==> src/rtl/atm_controller.sv <==
// Single-card ATM session controller: card, language, PIN check, then a withdraw/deposit/balance/exit menu.
// Latency: every transition and balance commit takes effect on the next rising edge of clk.
// Backpressure: none; a withdrawal larger than the balance holds the FSM in WITHDRAW until the amount fits or the user aborts.
module atm_controller #(
  parameter logic [3:0] CORRECT_PIN  = 4'b1111,
  parameter logic [7:0] INIT_BALANCE = 8'd100
) (
  input  logic       clk,
  input  logic       rst,
  input  logic       Insert_card,
  input  logic       Language_chosen,
  input  logic [3:0] Pin,
  input  logic [1:0] Operation,
  input  logic [5:0] WithDraw_Amount,
  input  logic [5:0] Deposit_Amount,
  input  logic       home_in,
  input  logic       exit,
  output logic [7:0] Check_balance,
  output logic [7:0] FinalBalance
);

  // Explicit encoding so the session state can be identified when debugging.
  typedef enum logic [2:0] {
    S_IDLE     = 3'd0,
    S_LANG     = 3'd1,
    S_PIN      = 3'd2,
    S_MENU     = 3'd3,
    S_WITHDRAW = 3'd4,
    S_DEPOSIT  = 3'd5,
    S_BALANCE  = 3'd6,
    S_EXIT     = 3'd7
  } state_t;

  localparam logic [1:0] OP_WITHDRAW = 2'b00;
  localparam logic [1:0] OP_DEPOSIT  = 2'b01;
  localparam logic [1:0] OP_BALANCE  = 2'b10;

  state_t     r_state;
  logic [7:0] r_balance;
  logic [7:0] r_final_balance;

  // Amounts are 6-bit unsigned and are zero-extended before any arithmetic.
  logic [7:0] w_wd_amt;
  logic       w_wd_ok;
  logic [7:0] w_wd_bal;
  logic [8:0] w_dep_sum;
  logic [7:0] w_dep_bal;
  logic       w_abort;
  logic       w_pin_ok;
  logic       w_in_session;

  assign w_wd_amt     = {2'b00, WithDraw_Amount};
  // Only subtract when the amount fits, so the balance can never underflow.
  assign w_wd_ok      = (w_wd_amt <= r_balance);
  assign w_wd_bal     = r_balance - w_wd_amt;
  // One extra carry bit detects overflow; the sum clamps at 255 instead of wrapping.
  assign w_dep_sum    = {1'b0, r_balance} + {3'b000, Deposit_Amount};
  assign w_dep_bal    = w_dep_sum[8] ? 8'hFF : w_dep_sum[7:0];
  // Pressing exit or pulling the card ends the session from any non-idle state.
  assign w_abort      = exit | ~Insert_card;
  assign w_pin_ok     = (Pin == CORRECT_PIN);
  assign w_in_session = (r_state != S_IDLE);

  assign Check_balance = r_balance;
  assign FinalBalance  = r_final_balance;

  // Session FSM with the balance and the last committed balance as registered outputs.
  always_ff @(posedge clk) begin
    if (rst) begin
      r_state         <= S_IDLE;
      r_balance       <= INIT_BALANCE;
      r_final_balance <= 8'd0;
    end else if (w_in_session && w_abort) begin
      // Abort leaves both balance registers untouched.
      r_state <= S_IDLE;
    end else begin
      case (r_state)
        S_IDLE: begin
          if (Insert_card) begin
            r_state <= S_LANG;
          end
        end

        S_LANG: begin
          if (Language_chosen) begin
            r_state <= S_PIN;
          end
        end

        S_PIN: begin
          // Single attempt per card insertion; a wrong PIN ejects back to idle.
          r_state <= w_pin_ok ? S_MENU : S_IDLE;
        end

        S_MENU: begin
          case (Operation)
            OP_WITHDRAW: r_state <= S_WITHDRAW;
            OP_DEPOSIT:  r_state <= S_DEPOSIT;
            OP_BALANCE:  r_state <= S_BALANCE;
            default:     r_state <= S_EXIT;
          endcase
        end

        S_WITHDRAW: begin
          if (home_in) begin
            r_state <= S_MENU;
          end else if (w_wd_ok) begin
            r_balance       <= w_wd_bal;
            r_final_balance <= w_wd_bal;
            r_state         <= S_MENU;
          end
          // Insufficient funds: stay here and re-evaluate the request next cycle.
        end

        S_DEPOSIT: begin
          if (home_in) begin
            r_state <= S_MENU;
          end else begin
            r_balance       <= w_dep_bal;
            r_final_balance <= w_dep_bal;
            r_state         <= S_MENU;
          end
        end

        S_BALANCE: begin
          if (home_in) begin
            r_state <= S_MENU;
          end else begin
            r_final_balance <= r_balance;
            r_state         <= S_MENU;
          end
        end

        S_EXIT: begin
          // A card still present simply starts a new session from IDLE next cycle.
          r_final_balance <= r_balance;
          r_state         <= S_IDLE;
        end

        default: begin
          r_state <= S_IDLE;
        end
      endcase
    end
  end

endmodule

==> config.mk <==
export PLATFORM = sky130hd
export DESIGN_NAME = atm_controller
export DESIGN_NICKNAME = d
export VERILOG_FILES = /design/src/rtl/atm_controller.sv
export SDC_FILE = /design/constraint.sdc
export NUM_CORES = 1
export LEC_CHECK = 0
export ABC_AREA = 1
export BUFFER_PORTS_ARGS = -buffer_cell sky130_fd_sc_hd__buf_2
export CORE_MARGIN = 2
export CORE_UTILIZATION = 45
export DETAILED_ROUTE_END_ITERATION = 12
export GPL_TIMING_DRIVEN = 0
export PLACE_DENSITY_LB_ADDON = 0.25
export SETUP_SLACK_MARGIN = 0.4
export SLEW_MARGIN = 20
export SYNTH_ARGS = -nofsm -noshare
export SYNTH_HDL_FRONTEND = slang
export SYNTH_SLANG_ARGS = --single-unit
==> constraint.sdc <==
create_clock -name clk -period 1.9 [get_ports clk]
set_input_delay 0.19 -clock clk [delete_from_list [all_inputs] [get_ports clk]]
set_output_delay 0.19 -clock clk [all_outputs]
set_load 0.01 [all_outputs]
==> impl_metrics.toml <==
[outcome]
run_status = "finished, final reports clean"

[pwr]
p_per_area_mw_per_mm2 = 482.0
worst_ir_drop_vdd_mv = 0.5140
design_power_total_w = 0.001168
p_leak_nw = 1.197

[yosys]
ys_warn_count = 0
syn_avg_cell_area_um2 = 6.025
synth.net_count = 325
ys_seq_elements = 19
synth_area_mm2 = 0.001729
synthArstFlopShare = 0
synthesis.instances = 287
synth-edff-count = 0
synthDistinctLibCells = 28
sequential_share_of_the_synthesized_area = 0.2200
postSynth.topFlopCell = "dfxtp_1"

[global_routing]
grt_antenna_before_repair = 0
grt_pass1_wl_um = 8024
overall_track_demand_over_capacity_in_global_routing = 0.2334
grt_start_max_net_pins = 11
first_global_vias = 1915
grt_overflow = 0

[clock_tree]
tritoncts = "built"
clock_latency_ns = 0.26
cts.path.max_buffers = 2
clock_sinks = 19
clk_pin_slew_ns = 0.07
clock-root-buffer = "clkbuf_8"
number_of_buffers_created_by_cts = 3
ctsHtreeMaxLevel = 1

[placed_design]
place_worst_setup_slack_ns = -0.06108
detailedPlacementHpwl_um = 3474
gp_routability_congestion = 0.9047
port_buffers = 39
dpl_cell_area_mm2 = 0.002023

[route]
detailroute.via_count = 2024
postRouteAntennaNets = 0
overall_routed_net_length_um = 4902
via_density = 5.190
drt-wirelength-per-cell_um = 12.57
drc_errors = 0
drt-pass1-iter-count = 4
detailedRoute.firstIterationViolations = 90

[worst_setup_path]
cp_max_fo = 7
worst_setup_path_start_kind = "flip-flop"
cp.arrival_ns = 1.93
critical_path_required_time_ns = 2.06
setup.worst_path.end_class = "flip-flop"
criticalPathCategory = "reg2reg"

[final_layout]
total_nets_final = 381
post_route_cells_drive_above_1_share = 0.3743
layout.cell_area.non_filler_mm2 = 0.002424
layout-area-overhead-vs-synth_pct = 40.16
antenna_cells = 0

[sta]
relSlewSlack = 0.7792
setup_repair_after_global_routing_missed_its_margin = "true"
timing_hold_violations_final = 0
maxSlewViolCount = 0
finalWorstPathRequiredPeriod_ns = 1.775
worst_pin_slew_ns = 0.3290
fin_skew_ns = 0.0006399
final_critical_path_setup_slack_ns = 0.1253
setup_viol = 0
period_share = 0.9341
timing.fmax_mhz = 563.5

[worst_hold_path]
worst_hold_path_type = "in2reg"

[floorplanning]
die_w_um = 65.99
initial_utilization = 0.4688
rows = 22
ios = 40
core-area_mm2 = 0.003689
floorplan.die_area_mm2 = 0.004355
chipHeight_um = 65.99

[flow_run]
max_cap_viol_count = 0
[registers in the layout, summed over array words and instances (netlist names)]
signal,count
r_state,3
FinalBalance,8
Check_balance,8
[cell families after synthesis]
group / Yosys count / share of synthesized area
and+or+nand+nor: 170 / 0.4349
buffers and inverters: 44 / 0.1028
AOI/OAI and AO/OA: 36 / 0.1122
DFF: 19 / 0.2200
adders and majority gates: 14 / 0.1100
xor gates and xnor gates: 4 / 0.02026
[cell type report]
class	count	area, µm²
Fill cell	342	1265
Buffer	4	25.02
Inverter	40	165.2
Timing Repair Buffer	50	289.0
Tap cell	48	60.06
Multi-Input combinational cell	224	1438
Timing Repair inverter	1	6.256
Sequential cell	19	395.4
Clock buffer	4	45.04
[cell usage after synthesis (2+ instances only)]
library cell | instances | area [µm²]
nand3_4 | 2 | 35.03
a21oi_1 | 16 | 80.08
nand3_1 | 36 | 180.2
nand4_1 | 3 | 18.77
fa_1 | 2 | 40.04
o21ai_1 | 4 | 20.02
dfxtp_1 | 19 | 380.4
inv_2 | 2 | 7.510
nor2_1 | 33 | 123.9
nand2_1 | 85 | 319.1
xor2_1 | 3 | 26.28
nor3_1 | 3 | 15.01
o21ai_0 | 14 | 70.07
inv_1 | 37 | 138.9
or2_2 | 3 | 18.77
buf_2 | 2 | 10.01
ha_1 | 12 | 150.1
[stage by stage]
| step | std cells | setup TNS, ns | util | hold slack, ns |
|---|---|---|---|---|
| final | 390 | 0 | 0.6571 | 0.2209 |
| after global routing | 390 | -0.001594 | 0.6571 | 0.2229 |
| after CTS | 388 | 0 | 0.6286 | 0.2107 |
| after detailed placement | 374 | -0.2513 | 0.5485 | 0.4697 |
| after global placement | 374 | -0.2298 | 0.5485 | 0.4630 |
| after floorplan | 287 | 0 | - | 0.2591 |
[metal layers]
metal | global-route usage | wire [µm] | up-vias | part of all wire
met1 | 0.2796 | 2060 | 928 | 0.42
li1 | - | - | 1038 | -
met2 | 0.4407 | 2519 | 52 | 0.51
met4 | 0.03571 | 34 | 0 | 0.0069
met3 | 0.03918 | 287 | 6 | 0.059
met5 | 0 | 0 | - | 0
[timing repair]
item	in CTS	in global routing
hold endpoints to repair	0	0
hold buffers	0	0
buffers inserted	9	2
gates resized for setup	48	22
cloned	1	0
endpoints found under the setup margin	19	19
pin swaps	19	9
[path summary, 6_finish.rpt]
path	startpoint	endpoint	slack, ns	cells past startpoint
worst max-delay path	Check_balance[0]	Check_balance[3]	0.13	12
worst min-delay path	rst	FinalBalance[2]	0.22	2
worst max register to register	Check_balance[0]	Check_balance[3]	0.13	12
worst min register to register	FinalBalance[2]	FinalBalance[2]	0.48	2
[report_power, final]
group          switching, W  internal [W]  total (W)
logic              0.000245      0.000183   0.000427
registers         0.0000360      0.000416   0.000452
clock network      0.000139      0.000149   0.000289
[worst max-delay path, cell delays in order, from the launching register on]
cell and delay [ns]:
dfxtp_4 0.37, inv_2 0.04, ha_4 0.15, inv_2 0.05, fa_2 0.21, nand3_2 0.09, nand2_4 0.09, nand2_4 0.07
nand3_4 0.09, nand3_4 0.16, buf_4 0.19, nor2_1 0.10, nor2_1 0.05
[cells in the final DEF (no fill, tap or decap), types with 4 or more instances in the layout]
cell type and instances:
dfxtp_1 13, ha_4 7, nand2_2 9, o21ai_0 4, nand3_1 30, nand2_1 73
nand3_2 6, a21oi_2 5, nor2_1 31, inv_1 34, a21oi_1 11, buf_4 9
o21ai_2 11, buf_2 41
(Power assumes the default switching activity.)
